`config.mk`:
```
export PLATFORM = sky130hd
export DESIGN_NAME = action_sampler
export DESIGN_NICKNAME = d
export VERILOG_FILES = /design/src/rtl/action_sampler.sv
export SDC_FILE = /design/constraint.sdc
export NUM_CORES = 1
export LEC_CHECK = 0
export ABC_CLOCK_PERIOD_IN_PS = 3700
export CORE_MARGIN = 2
export CORE_UTILIZATION = 35
export DETAILED_ROUTE_END_ITERATION = 10
export GPL_TIMING_DRIVEN = 0
export SYNTH_ARGS = -nofsm -noshare
export SYNTH_HDL_FRONTEND = slang
export SYNTH_SLANG_ARGS = --single-unit
```
`constraint.sdc`:
```
create_clock -name clk -period 3.7 [get_ports clk]
set_input_delay 0.555 -clock clk [delete_from_list [all_inputs] [get_ports clk]]
set_output_delay 0.555 -clock clk [all_outputs]
set_load 0.02 [all_outputs]
```
`src/rtl/action_sampler.sv`:
```
// action_sampler: edge-detected button presses to atomic turn action pairs; ACTION_SAMPLER_TIMEOUT_EN forces absent players to wait
module action_sampler #(
  parameter int TURN_CYCLES = 1000,
  parameter int CNT_W = $clog2(TURN_CYCLES)
) (
  input  logic       clk,
  input  logic       rst,
  input  logic [5:0] p1_btn,
  input  logic [5:0] p2_btn,
  input  logic       turn_ready,
  output logic [2:0] action1,
  output logic [2:0] action2,
  output logic       turn_valid,
  output logic       p1_locked,
  output logic       p2_locked,
  output logic [7:0] turn_count
);
  typedef enum logic {COLLECT, ISSUE} state_t;
  state_t state_q, state_d;
  logic [5:0] p1_btn_q, p2_btn_q, p1_press, p2_press;
  logic armed_q;
  logic [2:0] a1_q, a1_d, a2_q, a2_d;
  logic l1_q, l1_d, l2_q, l2_d;
  logic [7:0] cnt_q, cnt_d;
  logic fire, timeout;

  function automatic logic [2:0] enc(input logic [5:0] p);
    return p[0] ? 3'b000 : p[1] ? 3'b001 : p[3] ? 3'b011 :
           p[4] ? 3'b100 : p[5] ? 3'b101 : 3'b010;
  endfunction

  always_ff @(posedge clk) begin
    p1_btn_q <= rst ? '0 : p1_btn;
    p2_btn_q <= rst ? '0 : p2_btn;
    armed_q  <= !rst;
  end

  assign p1_press = armed_q ? p1_btn & ~p1_btn_q : '0;
  assign p2_press = armed_q ? p2_btn & ~p2_btn_q : '0;
  assign fire = state_q == ISSUE && turn_ready;

`ifdef ACTION_SAMPLER_TIMEOUT_EN
  logic [CNT_W-1:0] tcnt_q, tcnt_d;
  assign tcnt_d = state_q == COLLECT ? tcnt_q + 1'b1 : '0;
  assign timeout = state_q == COLLECT && tcnt_q == CNT_W'(TURN_CYCLES - 1);
  always_ff @(posedge clk) begin
    tcnt_q <= rst ? '0 : tcnt_d;
  end
`else
  assign timeout = 1'b0;
`endif

  always_ff @(posedge clk) begin
    state_q <= rst ? COLLECT : state_d;
  end

  always_comb begin
    state_d = state_q == COLLECT ? ((l1_q && l2_q) || timeout ? ISSUE : COLLECT)
                                 : (fire ? COLLECT : ISSUE);
  end

  always_comb begin
    l1_d  = l1_q;
    l2_d  = l2_q;
    a1_d  = a1_q;
    a2_d  = a2_q;
    cnt_d = cnt_q + {7'd0, fire};
    if (fire) begin
      l1_d = 1'b0;
      l2_d = 1'b0;
    end else if (state_q == COLLECT) begin
      if (!l1_q && (|p1_press || timeout)) begin
        l1_d = 1'b1;
        a1_d = enc(p1_press);
      end
      if (!l2_q && (|p2_press || timeout)) begin
        l2_d = 1'b1;
        a2_d = enc(p2_press);
      end
    end
  end

  always_ff @(posedge clk) begin
    if (rst) begin
      l1_q  <= 1'b0;
      l2_q  <= 1'b0;
      a1_q  <= 3'b010;
      a2_q  <= 3'b010;
      cnt_q <= '0;
    end else begin
      l1_q  <= l1_d;
      l2_q  <= l2_d;
      a1_q  <= a1_d;
      a2_q  <= a2_d;
      cnt_q <= cnt_d;
    end
  end

  always_comb begin
    turn_valid = state_q == ISSUE;
    action1    = a1_q;
    action2    = a2_q;
    p1_locked  = l1_q;
    p2_locked  = l2_q;
    turn_count = cnt_q;
  end
endmodule

```
==> impl_results.md, run 1 <==
- Row count: 21
- Die X: approximately 65 um
- Critical register-to-register path startpoint: turn_valid
- Library cell contributing the largest single delay on the critical path: sky130_fd_sc_hd__clkdlybuf4s50_1
- Largest net degree at the start of global routing: 11
- Primary flip-flop cell chosen by synthesis mapping: sky130_fd_sc_hd__dfxtp_1
- Number of remaining DRC errors: 0
- Met3 wire length: 121 um
- Share of the clock period used by the worst path: 52.9%
- Count of hold-fix buffers inserted at cts: 0
- Number of global-route vias before repair: 920
- Area of all placed cells without fillers: 1700 um^2
- Setup slack, reg-to-reg: approximately 2300 ps
- Warnings from Yosys: 0
- Top routing layer in use: met4
- Number of library cell types mapped by synthesis: 34
- Post-Syn Instances: ~120
- Global route total overflow: 0
- Final hold slack: 475 ps
- Instance area after placement: 1640 um^2
- Largest voltage drop on the vdd net: between 200 and 250 uV
- Placed wire-length estimate after detailed placement: 1.83 mm
- Count of H-tree levels built during CTS: 2
- Number of cells upsized or downsized after cts: 0
- Actual slew at the worst max-slew pin: 488 ps
- Cells on Worst Hold Path: 2
- Most numerous cell in the Yosys netlist: sky130_fd_sc_hd__dfxtp_1
- Cell types with the highest counts after synthesis: 30 x sky130_fd_sc_hd__dfxtp_1, 18 x sky130_fd_sc_hd__nor2b_1, 12 x sky130_fd_sc_hd__nor2_1
- Count of input and output buffers: 30
- Data arrival time of the worst path: 1400 ps
- Status: complete, no violations
- Weighted congestion at the end of routability-driven global placement: between 0.7 and 0.8
- Number of antenna violations at the first check in global routing: 0
- FF-to-FF End: turn_count[4]
- Number of synthesized register bits: 30
- Fraction of final layout cells sized beyond drive strength 1: 11.8%
- Post-route met1 wirelength: 1.18 mm
- Synthesis-to-layout area growth: 32.6%
- Final number of max-transition violations: 0
- Starting DRC count in detailed routing: 34
- Final number of hold-violating endpoints: 0
- N_diodes: 0
- Antenna Violating Nets Remaining: 0
- Setup TNS: 0 ps
- Cells on worst reg2reg path: 6
- Area of the die: 4160 um^2
- Clock insertion delay at the later pin of the skew report: roughly 320 ps
- Leakage power summed over all cells: 0.653 nW
- Routed len/inst: 11.8 um
- Setup Viol. Count Final: 0
- Initial Util: 37.5%
- Final min period: between 1500 and 2000 ps
- Setup Buffers After CTS: 0
- Overall power after layout: between 0.6 and 0.7 mW
- Total power divided by cell area: between 300 and 400 nW/um^2
- Clk pin slew, worst setup/hold paths: roughly 90 ps
- Number of enable-type register cells in the synthesized netlist: 0
- Wire length of the first global-routing pass: 4.08 mm
- Number of max-cap violations: 0
- Largest clock skew in the final design: 2.59 ps
- Area share of the leading cell type in the synthesized netlist: 46.9%
- CORE AREA: around 3400 um^2
- Critical path buffers and inverters: 1
- Clock buffers created by TritonCTS: 5
- Classification of the worst setup path: reg2out
- Launch point of the worst hold path: action2[2]
- Unrepaired setup endpoints after global routing: false
- Type of destination of the critical path: primary output
- Area leader, netlist: sky130_fd_sc_hd__dfxtp_1
- Amount of wire on met2 after detailed routing: roughly 1.1 mm
- Number of vias after detailed routing: 937
- Critical path required time: 3140 ps
- Proportion of synthesized flip-flops having asynchronous set or reset: 0%
- Synthesized area per cell: 10.4 um^2
- Worst slew slack as a fraction of its limit: 67.4%
- Critical Path, Cell by Cell: clkdlybuf4s50_1
- Clock tree from TritonCTS: done
- Sequential cell area fraction in the yosys report: 46.9%
- Routed via count divided by cell count: around 4.5
- Detailed-route wire length: 2.44 mm
- Slowest Stage Delay on Critical Path: 640 ps
- CTS Buffer Depth: 2
- Type of element launching the critical path: flip-flop
- Floorplan die height: 64.5 um
- Synthesized area: 1280 um^2
- CTS root buffer: sky130_fd_sc_hd__clkbuf_4
- I/O pin count: 32
- Fill count: 339
- Detailed Routing Iterations Pass 1: 4
- Cells taking the most area after synthesis: sky130_fd_sc_hd__dfxtp_1 47%, sky130_fd_sc_hd__nor2b_1 8.8%, sky130_fd_sc_hd__mux2i_1 3.9%, sky130_fd_sc_hd__nor2_1 3.5%, sky130_fd_sc_hd__nor2b_4 3.2%
- Gr usage total: about an eighth
- Hold worst-path end: action2[2]
- Worst hold-check path type: reg2reg
- Top cell family by delay on the critical path: buffers and inverters
- Final net count: 177
- Largest fanout of any net on the critical path: 4
- Syn Nets: 140
- Number of sinks on the clock net: 30
- Max Freq: 511 MHz
-- cells in the final DEF, fill, tap and decap left out, types with 3 or more instances in the layout --
| master | Yosys | layout |
|---|---|---|
| sky130_fd_sc_hd__nor2b_4 | 3 | 3 |
| sky130_fd_sc_hd__dfxtp_1 | 30 | 30 |
| sky130_fd_sc_hd__mux2i_1 | 5 | 5 |
| sky130_fd_sc_hd__nor2_1 | 12 | 12 |
| sky130_fd_sc_hd__inv_1 | 4 | 4 |
| sky130_fd_sc_hd__o21a_1 | 4 | 4 |
| sky130_fd_sc_hd__nand3_1 | 5 | 5 |
| sky130_fd_sc_hd__clkdlybuf4s50_1 | 0 | 30 |
| sky130_fd_sc_hd__nand2b_1 | 5 | 5 |
| sky130_fd_sc_hd__nand2_1 | 5 | 5 |
| sky130_fd_sc_hd__clkbuf_4 | 0 | 5 |
| sky130_fd_sc_hd__nor2b_1 | 18 | 18 |
| sky130_fd_sc_hd__xor2_1 | 4 | 4 |
-- sequential cells by signal, summed over array words and instances, names as in the netlist --
register    count
p1_btn_q        6
p2_locked       1
turn_valid      1
armed_q         1
p2_btn_q        6
p1_locked       1
action1         3
turn_count      8
action2         3
-- cells by family after synthesis --
family / share of synthesized area [%]
simple gates: 27.6
flops: 46.9
compound gates: 12.2
buf+inv: 2.44
xor+xnor: 4.10
mux: 4.79
fa+ha+maj: 1.95
-- cell type report --
type | count | area, um^2 | share of cell area [%]
multi-input cells | 86 | 649 | 38.2
flip-flops and latches | 30 | 601 | 35.3
repair buffers | 30 | 300 | 17.7
well taps | 46 | 57.6 | 3.39
clock buffers | 7 | 55.1 | 3.24
plain buffers | 3 | 16.3 | 0.957
inverters | 4 | 15.0 | 0.884
clock inverters | 1 | 5.00 | 0.295
-- how the worst max path moves through the flow --
| stage | start | end | slack [ps] | cells after the start |
|---|---|---|---|---|
| after global routing | p2_locked | p2_locked | 1680 | 1 |
| after global placement | turn_ready | turn_count[4] | 1740 | 7 |
| after detailed placement | turn_ready | turn_count[7] | 1720 | 7 |
| after floorplan | turn_ready | turn_count[4] | 2230 | 6 |
| after CTS | p2_locked | p2_locked | 1700 | 1 |
| final | p2_locked | p2_locked | 1740 | 1 |
-- power by group --
group	internal (mW)	total [mW]	switching, mW
clock network	0.0920	0.197	0.105
logic	0.0520	0.0977	0.0457
registers	0.337	0.347	0.00970
total	0.481	0.641	0.160
-- routing by layer --
layer	global-route usage (%)	vias to the layer above
li1	-	483
met1	15.5	427
met2	20.1	22
met3	5.21	5
met4	6.38	0
met5	0	-
-- worst reg2reg max path: cells and delay by family (launching register included) --
family,cells,cell delay [ps]
adders and majority gates,2,430
DFF,1,350
and+or+nand+nor,3,340
xor gates and xnor gates,1,150
-- stage by stage --
step | util [%] | setup slack (ps) | cells
floorplan | - | 2230 | 123
global placement | 48.0 | 1740 | 199
detailed placement | 48.0 | 1720 | 199
CTS | 49.7 | 1700 | 207
global route | 49.7 | 1680 | 207
finish | 49.7 | 1740 | 207
Power figures use the tool's default switching activity.
==> inputs of run 2 (changes only) <==
- ABC_CLOCK_PERIOD_IN_PS: 3700 -> 1700
- clock period: 3.7 -> 1.7 ns (I/O delays scaled with it)
==> run 2 against run 1 <==
Against the previous run: cell count unchanged; clock power up 120%; largest power group unchanged; largest cell class unchanged; wire length hardly changed; combinational power up 120%; critical path depth stayed put; utilization grew 0.15 points.
==> impl_results.md, run 2 (same netlist as run 1, synthesis figures left out) <==
- Area of the die: 4160 um^2 (unchanged)
- Wire length of the first global-routing pass: 4.08 mm (unchanged)
- Share of the clock period used by the worst path: 94.5%
- I/O pin count: 32 (unchanged)
- Routed via count divided by cell count: 4.53 (unchanged)
- Final net count: 177 (unchanged)
- Starting DRC count in detailed routing: 34 (unchanged)
- Setup TNS: 0 ps (unchanged)
- Critical Path, Cell by Cell: clkdlybuf4s50_1 (unchanged)
- Setup Buffers After CTS: 0 (unchanged)
- Final number of hold-violating endpoints: 0 (unchanged)
- Final hold slack: 218 ps (was 475 ps)
- Clk pin slew, worst setup/hold paths: 90 ps (about the same)
- Largest net degree at the start of global routing: 11 (unchanged)
- CTS Buffer Depth: 2 (unchanged)
- Count of H-tree levels built during CTS: 2 (unchanged)
- Clock insertion delay at the later pin of the skew report: 320 ps (about the same)
- Final design utilization: 49.9% (was 49.7%)
- Initial Util: 37.5% (unchanged)
- Placed wire-length estimate after detailed placement: 1.83 mm (unchanged)
- CTS root buffer: sky130_fd_sc_hd__clkbuf_4 (unchanged)
- Floorplan die height: 64.5 um (unchanged)
- Die X: 64.5 um (unchanged)
- Number of remaining DRC errors: 0 (unchanged)
- Number of max-cap violations: 0 (unchanged)
- Worst hold-check path type: in2reg (was reg2reg)
- Synthesis-to-layout area growth: 33.0% (was 32.6%)
- CORE AREA: 3420 um^2 (unchanged)
- Gr usage total: 12.9% (unchanged)
- Largest voltage drop on the vdd net: 504 uV (was 232 uV)
- Final number of max-transition violations: 0 (unchanged)
- Routed len/inst: 11.8 um (about the same)
- Overall power after layout: 1.39 mW (was 0.641 mW)
- Setup Viol. Count Final: 0 (unchanged)
- Most common library cell in the layout ignoring fill and taps: sky130_fd_sc_hd__dfxtp_1
- Number of global-route vias before repair: 920 (unchanged)
- Classification of the worst setup path: reg2out (unchanged)
- Clock buffers created by TritonCTS: 5 (unchanged)
- Final min period: approximately 1600 ps
- Row count: 21 (unchanged)
- Status: complete, no violations (unchanged)
- Global route total overflow: 0 (unchanged)
- Slowest Stage Delay on Critical Path: 630 ps (was 640 ps)
- Largest clock skew in the final design: 2.59 ps (about the same)
- Setup slack, reg-to-reg: 340 ps (was 2340 ps)
- Unrepaired setup endpoints after global routing: false (unchanged)
- Number of vias after detailed routing: 937 (unchanged)
- Top cell family by delay on the critical path: buffers and inverters (unchanged)
- Count of input and output buffers: 30 (unchanged)
- Critical path required time: 1440 ps (was 3140 ps)
- Largest fanout of any net on the critical path: 5 (was 4)
- Number of antenna violations at the first check in global routing: 0 (unchanged)
- Number of sinks on the clock net: 30 (unchanged)
- Leakage power summed over all cells: 0.682 nW (was 0.653 nW)
- Antenna Violating Nets Remaining: 0 (unchanged)
- N_diodes: 0 (unchanged)
- Max Freq: 622 MHz
- Commonest non-fill, non-tap cells in the layout: 30 x sky130_fd_sc_hd__dfxtp_1, 28 x sky130_fd_sc_hd__clkdlybuf4s50_1, 18 x sky130_fd_sc_hd__nor2b_1, 12 x sky130_fd_sc_hd__nor2_1 (was 30 x sky130_fd_sc_hd__dfxtp_1, 30 x sky130_fd_sc_hd__clkdlybuf4s50_1, 18 x sky130_fd_sc_hd__nor2b_1, 12 x sky130_fd_sc_hd__nor2_1)
- Total power divided by cell area: 818 nW/um^2 (was 377 nW/um^2)
- Weighted congestion at the end of routability-driven global placement: 0.709 (unchanged)
- Max FFs per register: 8 (unchanged)
- Clock tree from TritonCTS: done (unchanged)
- Type of destination of the critical path: primary output (unchanged)
- Fraction of final layout cells sized beyond drive strength 1: 11.8% (unchanged)
- Data arrival time of the worst path: 1350 ps (was 1400 ps)
- Actual slew at the worst max-slew pin: 486 ps (was 488 ps)
- Detailed-route wire length: 2.44 mm (about the same)
- Worst slew slack as a fraction of its limit: 67.6% (was 67.4%)
- Detailed Routing Iterations Pass 1: 4 (unchanged)
- Type of element launching the critical path: flip-flop (unchanged)
- Library cell contributing the largest single delay on the critical path: sky130_fd_sc_hd__clkdlybuf4s50_1 (unchanged)
- Critical path buffers and inverters: 1 (unchanged)
run 2: cell count changes in the layout (fill, tap and decap cells not counted), sizes merged:
cell	previous run	this run
clkdlybuf4s50	30	28
dlymetal6s2s	0	2
run 2: layer usage:
layer | global-route usage (%) | up-vias | part of all wire (%)
met4 | 6.38 | 0 | 1.5
met1 | 15.5 | 427 | 48
met3 | 5.21 | 5 | 5.0
met2 | 20.1 | 22 | 45
li1 | - | 483 | -
met5 | 0 | - | 0
run 2: layout make-up:
type	count	area [um^2]
fill	338	1710
buffer	3	16.3
inverter	4	15.0
timing repair buffer	30	305
multi-input combinational	86	649
tap	46	57.6
clock buffer	7	55.1
clock inverter	1	5.00
sequential	30	601
run 2: through the flow:
stage          cells  instance area [um^2]  setup slack [ps]
2_1_floorplan    123                  1280               337
3_3_place_gp     199                  1640              38.2
3_5_place_dp     199                  1640              18.8
4_1_cts          207                  1700              1.98
5_1_grt          207                  1700              22.1
6_report         207                  1700              93.3
run 2: path summary, 6_finish.rpt:
check | start | end | cells past startpoint
setup reg to reg | turn_valid | turn_count[4] | 6
hold reg to reg | action2[2] | action2[2] | 2
hold / removal | rst | p2_btn_q[5] | 2
setup / recovery | turn_count[3] | turn_count[3] | 1
run 2: repair_timing:
item,4_1_cts,5_1_grt
hold buffers,0,0
setup endpoints to repair,0,2
gates resized for setup,0,2
run 2: power breakdown:
group	internal, mW	switching, mW
Combinational	0.112	0.0995
Clock	0.200	0.229
Sequential	0.733	0.0209
Total	1.05	0.349
==> inputs of run 3 (changes only) <==
- CORE_UTILIZATION: 35 -> 43
- CTS_CLUSTER_DIAMETER: not set -> 120
- PLACE_DENSITY_LB_ADDON: not set -> 0.05
==> run 3 against run 2 <==
Against the previous run: the flow now finishes with violations (DRC); register-to-register slack hardly changed; hold slack gained 9.3 ps; clock-buffer cell count is the same; sequential power is essentially flat; via count up 2.5%; fmax shrank 1.4%; die area is 18% lower; setup slack got worse by 23 ps; highest routed layer unchanged.
==> impl_results.md, run 3 (same netlist as run 1, synthesis figures left out) <==
- Status: finished with violations (was complete, no violations)
- Violated checks: DRC
- Top routing layer in use: met4 (unchanged)
- Die X: 58.6 um (was 64.5 um)
- Post-route met1 wirelength: 1.14 mm (was 1.18 mm)
- Classification of the worst setup path: reg2out (unchanged)
- Placed wire-length estimate after detailed placement: 1.76 mm (was 1.83 mm)
- Number of antenna violations at the first check in global routing: 0 (unchanged)
- Number of vias after detailed routing: 960 (was 937)
- Total power divided by cell area: 803 nW/um^2 (was 818 nW/um^2)
- Global route total overflow: 0 (unchanged)
- Slowest Stage Delay on Critical Path: 630 ps (about the same)
- Max Freq: 613 MHz (was 622 MHz)
- Amount of wire on met2 after detailed routing: 1.04 mm (was 1.10 mm)
- Clock insertion delay at the later pin of the skew report: 330 ps (was 320 ps)
- Worst slew slack as a fraction of its limit: 66.7% (was 67.6%)
- Clock buffers created by TritonCTS: 5 (unchanged)
- Final number of hold-violating endpoints: 0 (unchanged)
- Initial Util: 45.7% (was 37.5%)
- Worst hold-check path type: in2reg (unchanged)
- Detailed Routing Iterations Pass 1: 7 (was 4)
- Actual slew at the worst max-slew pin: 499 ps (was 486 ps)
- Overall power after layout: 1.34 mW (was 1.39 mW)
- I/O pin count: 32 (unchanged)
- Final number of max-transition violations: 0 (unchanged)
- Number of sinks on the clock net: 30 (unchanged)
- Weighted congestion at the end of routability-driven global placement: 0.807 (was 0.709)
- Share of the clock period used by the worst path: 95.9% (was 94.5%)
- Clock tree from TritonCTS: done (unchanged)
- Count of H-tree levels built during CTS: 2 (unchanged)
- CORE AREA: 2810 um^2 (was 3420 um^2)
- Area of the die: 3430 um^2 (was 4160 um^2)
- Floorplan die height: 58.6 um (was 64.5 um)
- Type of destination of the critical path: primary output (unchanged)
- Met3 wire length: 160 um (was 121 um)
- Setup TNS: 0 ps (unchanged)
- Largest fanout of any net on the critical path: 5 (unchanged)
- Clk pin slew, worst setup/hold paths: 80 ps (was 90 ps)
- Detailed-route wire length: 2.40 mm (was 2.44 mm)
- CTS Buffer Depth: 2 (unchanged)
- Routed via count divided by cell count: 5.03 (was 4.53)
- Leakage power summed over all cells: 0.690 nW (was 0.682 nW)
- Commonest non-fill, non-tap cells in the layout: 30 x sky130_fd_sc_hd__dfxtp_1, 27 x sky130_fd_sc_hd__clkdlybuf4s50_1, 18 x sky130_fd_sc_hd__nor2b_1, 12 x sky130_fd_sc_hd__nor2_1 (was 30 x sky130_fd_sc_hd__dfxtp_1, 28 x sky130_fd_sc_hd__clkdlybuf4s50_1, 18 x sky130_fd_sc_hd__nor2b_1, 12 x sky130_fd_sc_hd__nor2_1)
- Most common library cell in the layout ignoring fill and taps: sky130_fd_sc_hd__dfxtp_1 (unchanged)
- Net switching fraction of the power: 25.5% (was 25.0%)
- Fill count: 254 (was 338)
- N_diodes: 0 (unchanged)
- Type of element launching the critical path: flip-flop (unchanged)
- Routed len/inst: 12.6 um (was 11.8 um)
- Final min period: 1630 ps (was 1610 ps)
- Number of remaining DRC errors: 1 (was 0)
- Fraction of final layout cells sized beyond drive strength 1: 10.6% (was 11.8%)
- Critical Path, Cell by Cell: clkdlybuf4s50_1 (unchanged)
- Gr usage total: 16.0% (was 12.9%)
- Starting DRC count in detailed routing: 15 (was 34)
- Wire length of the first global-routing pass: 4.00 mm (was 4.08 mm)
- Row count: 19 (was 21)
- Part of the total power dissipated in the clock network: 28.2% (was 30.7%)
- Critical path required time: 1440 ps (about the same)
- Int Pwr: 1.00 mW (was 1.05 mW)
- Largest clock skew in the final design: 5.00 ps (was 2.59 ps)
- Data arrival time of the worst path: 1380 ps (was 1350 ps)
- Library cell contributing the largest single delay on the critical path: sky130_fd_sc_hd__clkdlybuf4s50_1 (unchanged)
- Net switching component of the power: 0.343 mW (was 0.349 mW)
- Antenna Violating Nets Remaining: 0 (unchanged)
- Top cell family by delay on the critical path: buffers and inverters (unchanged)
- Largest net degree at the start of global routing: 11 (unchanged)
- Number of max-cap violations: 0 (unchanged)
- Max FFs per register: 8 (unchanged)
- Setup Viol. Count Final: 0 (unchanged)
- Synthesis-to-layout area growth: 30.6% (was 33.0%)
- Count of input and output buffers: 30 (unchanged)
- Fraction of power consumed by combinational cells: 15.7% (was 15.2%)
- Final net count: 177 (unchanged)
- Fraction of power consumed by sequential logic: 56.1% (was 54.1%)
- Number of global-route vias before repair: 887 (was 920)
- Setup Buffers After CTS: 0 (unchanged)
- Largest voltage drop on the vdd net: 614 uV (was 504 uV)
- CTS root buffer: sky130_fd_sc_hd__clkbuf_4 (unchanged)
- Unrepaired setup endpoints after global routing: false (unchanged)
- Critical path buffers and inverters: 1 (unchanged)
- Final hold slack: 227 ps (was 218 ps)
[run 3: path summary, 6_finish.rpt]
kind,end,slack [ps],cells after the start,start
setup / recovery,turn_count[3],70,1,turn_count[3]
hold / removal,p1_btn_q[3],230,2,rst
setup reg to reg,turn_count[4],340,6,turn_valid
hold reg to reg,action2[0],460,2,action2[0]
[run 3: power by group through the flow]
stage / clock network (mW) / registers [mW] / logic (mW)
after floorplan: 0 / 0.785 / 0.114
after global placement: 0 / 0.770 / 0.211
after global routing: 0.439 / 0.758 / 0.229
after CTS: 0.399 / 0.754 / 0.214
final: 0.379 / 0.753 / 0.211
after detailed placement: 0 / 0.771 / 0.212
[run 3: repair_timing]
action                     CTS  global route
gates resized for setup      0             3
hold buffers                 0             0
setup endpoints to repair    0             3
[run 3: final cells by class]
cell class | instances | area, um^2 | share of cell area [%]
Clock buffer | 7 | 45.0 | 2.69
Tap cell | 31 | 38.8 | 2.32
Buffer | 3 | 16.3 | 0.972
Multi-Input combinational cell | 86 | 649 | 38.8
Timing Repair Buffer | 30 | 308 | 18.4
Inverter | 4 | 15.0 | 0.898
Sequential cell | 30 | 601 | 35.9
[run 3: routing by layer]
layer  global-route usage [%]  vias to the layer above
li1                         -                      482
met1                     20.3                      446
met2                     23.4                       24
met3                     7.25                        8
met4                     6.82                        0
met5                        0                        -
[run 3: through the flow]
stage | area [um^2] | setup WS (ps) | cells | utilization, %
floorplan | 1280 | 337 | 123 | -
global placement | 1620 | 27.8 | 184 | 57.8
detailed placement | 1620 | 15.5 | 184 | 57.8
CTS | 1670 | 15.9 | 191 | 59.4
global route | 1670 | 11.9 | 191 | 59.6
finish | 1670 | 70.0 | 191 | 59.6
==> RTL edit (config.mk and constraints of run 1) <==
The option `ACTION_SAMPLER_TIMEOUT_EN` is turned on by a define.
--- a/src/rtl/action_sampler.sv
+++ b/src/rtl/action_sampler.sv
@@ -1,4 +1,6 @@
 // action_sampler: edge-detected button presses to atomic turn action pairs; ACTION_SAMPLER_TIMEOUT_EN forces absent players to wait
+`define ACTION_SAMPLER_TIMEOUT_EN
+
 module action_sampler #(
   parameter int TURN_CYCLES = 1000,
   parameter int CNT_W = $clog2(TURN_CYCLES)
Behaviour: same outputs for any inputs over 10 cycles, from zero or initial values and one cycle with rst high; that may be too few to reach the edited logic, so the function may still have changed.
==> RTL edit against run 1 <==
Routed wire length increased by 33%; area after synthesis increased by 28%; largest cell class is now flip-flops and latches; critical path depth unchanged; fmax increased by 1.6%; die area increased by 26%; sequential share of layout area increased by 2.5 points; via count increased by 39%; worst setup slack improved by 0.030 ns; sequential cell count increased by 10; total power increased by 46%; non-clock buffer count increased by 3; cell area increased by 25%; sequential power increased by 34%.
==> RTL edit: results (changes against run 1) <==
outcome=complete, no violations; Reg2Reg Launch Point=turn_valid; worst-path maximum fanout=7 (+3); GP Congestion=0.7838 (+11%); normalized max-slew margin=68.74% (+1.3 points); WHS Path Cells=2 (unchanged); Yosys cell types=36 (+5.9%); DPL Wire Length=2434 µm (+33%); Vias per Instance=4.962 (+9.6%); drt pass-1 iters=4 (unchanged); register area share after synthesis=49.00% (+2.1 points); R2R Setup Slk=2.21 ns (-0.13 ns); ranking of synthesized cells by area=dfxtp_1, nor2b_1, nor2_1; Fill cells=421 (+24%); Net count, final=228 (+29%); slowest CP cell=clkdlybuf4s50_1; Layout Skew=0.007346 ns (+0.004754 ns); placed standard-cell area=0.002009 mm² (+23%); CP top delay family=buffers and inverters; clk root buf=clkbuf_8; layout cells sized above 1=7.583% (-4.2 points); ant diodes=0 (unchanged); worst skew pair latency=0.29 ns (-0.03 ns); WP data arrival=1.37 ns (-0.03 ns); R2R Path End=turn_count[5]; largest net degree at the start of global routing=13 (+2); CTS buffer count=5 (unchanged); type of the most critical hold path=flip-flop to flip-flop; Crit path largest cell delay=0.64 ns (about the same); Mapped Nets=190 (+36%); GRT Util Overall=14.05% (+1.1 points); count of final max-slew check failures=0 (unchanged); CTS max path bufs=2 (unchanged); Ys Warns=0 (unchanged); maximum clock frequency=0.5189 GHz (+1.6%); vias in the first global route=1,332 (+45%); first-iteration detailed-routing DRC count=42 (+24%); Post-synth top cells=dfxtp_1, nor2_1, nor2b_1; hold worst-path end=action1[0]; FF-to-FF path depth=7 (+1); drt wl/cell=12.30 µm (+4.4%); post-CTS setup repair buffer count=0 (unchanged); hold path startpoint=action1[0]; VDD IR max=0.2113 mV (-8.9%); first-pass GRT wire length=5720 µm (+40%); LEAKAGE=0.0008507 µW (+30%); Port Buffer Count=31 (+3.3%); max reg flops=10 (+2); initial antenna violation count=0 (unchanged); Clk pin slew, worst setup/hold paths=0.08 ns
## RTL edit: cell type report
type	count	area share, %
multi-input cells	119	36.88
repair buffers	31	14.66
clock buffers	6	3.428
flip-flops and latches	40	37.83
inverters	8	1.418
clock inverters	2	1.655
well taps	52	3.073
plain buffers	5	1.064
## RTL edit: metal layers
layer	global-route usage [%]	wire, µm	vias up
met5	0	0	-
met4	5.241	38	0
met3	5.278	178	4
met2	22.83	1531	26
met1	16.88	1486	615
li1	-	-	660
## RTL edit: worst max path at each step
stage                from             to  slack [ns]
2_1_floorplan   p2_btn[0]     action2[2]        2.18
3_3_place_gp          rst  turn_count[4]        1.55
3_5_place_dp          rst  turn_count[3]        1.52
4_1_cts        turn_valid     turn_valid        1.75
5_1_grt        turn_valid     turn_valid        1.70
6_report       turn_valid     turn_valid        1.77
## RTL edit: through the flow
| stage | hold WS, ns | util (%) | instances | setup WS (ns) |
|---|---|---|---|---|
| after floorplan | 0.4261 | - | 172 | 2.176 |
| after global placement | 0.4379 | 45.52 | 255 | 1.552 |
| after detailed placement | 0.4578 | 45.52 | 255 | 1.519 |
| after CTS | 0.4750 | 47.96 | 263 | 1.753 |
| after global routing | 0.5016 | 47.96 | 263 | 1.695 |
| final | 0.4742 | 47.96 | 263 | 1.773 |
## RTL edit: cells by family (layout without fill, tap and decap cells)
family                     count (synthesis)  after routing  share of synthesized area (%)
buffers and inverters                     13             52                          3.216
xor gates and xnor gates                  14             14                          7.504
muxes                                      4              4                          2.450
and+or+nand+nor                           74             74                          24.58
adders and majority gates                  3              3                          2.297
DFF                                       40             40                          49.00
AOI/OAI and AO/OA                         24             24                          10.95
## RTL edit: worst register-to-register path, stage by stage (launching register included)
cell and delay, ns:
dfxtp_1 0.44, nand2_1 0.12, inv_1 0.10, ha_1 0.16, and3_1 0.23, nand3_1 0.11
xor2_1 0.16, nor2_1 0.05
## RTL edit: where the power goes
part           internal (µW)  switching (µW)
combinational           63.0            59.1
sequential               452            13.2
clock                    200             151
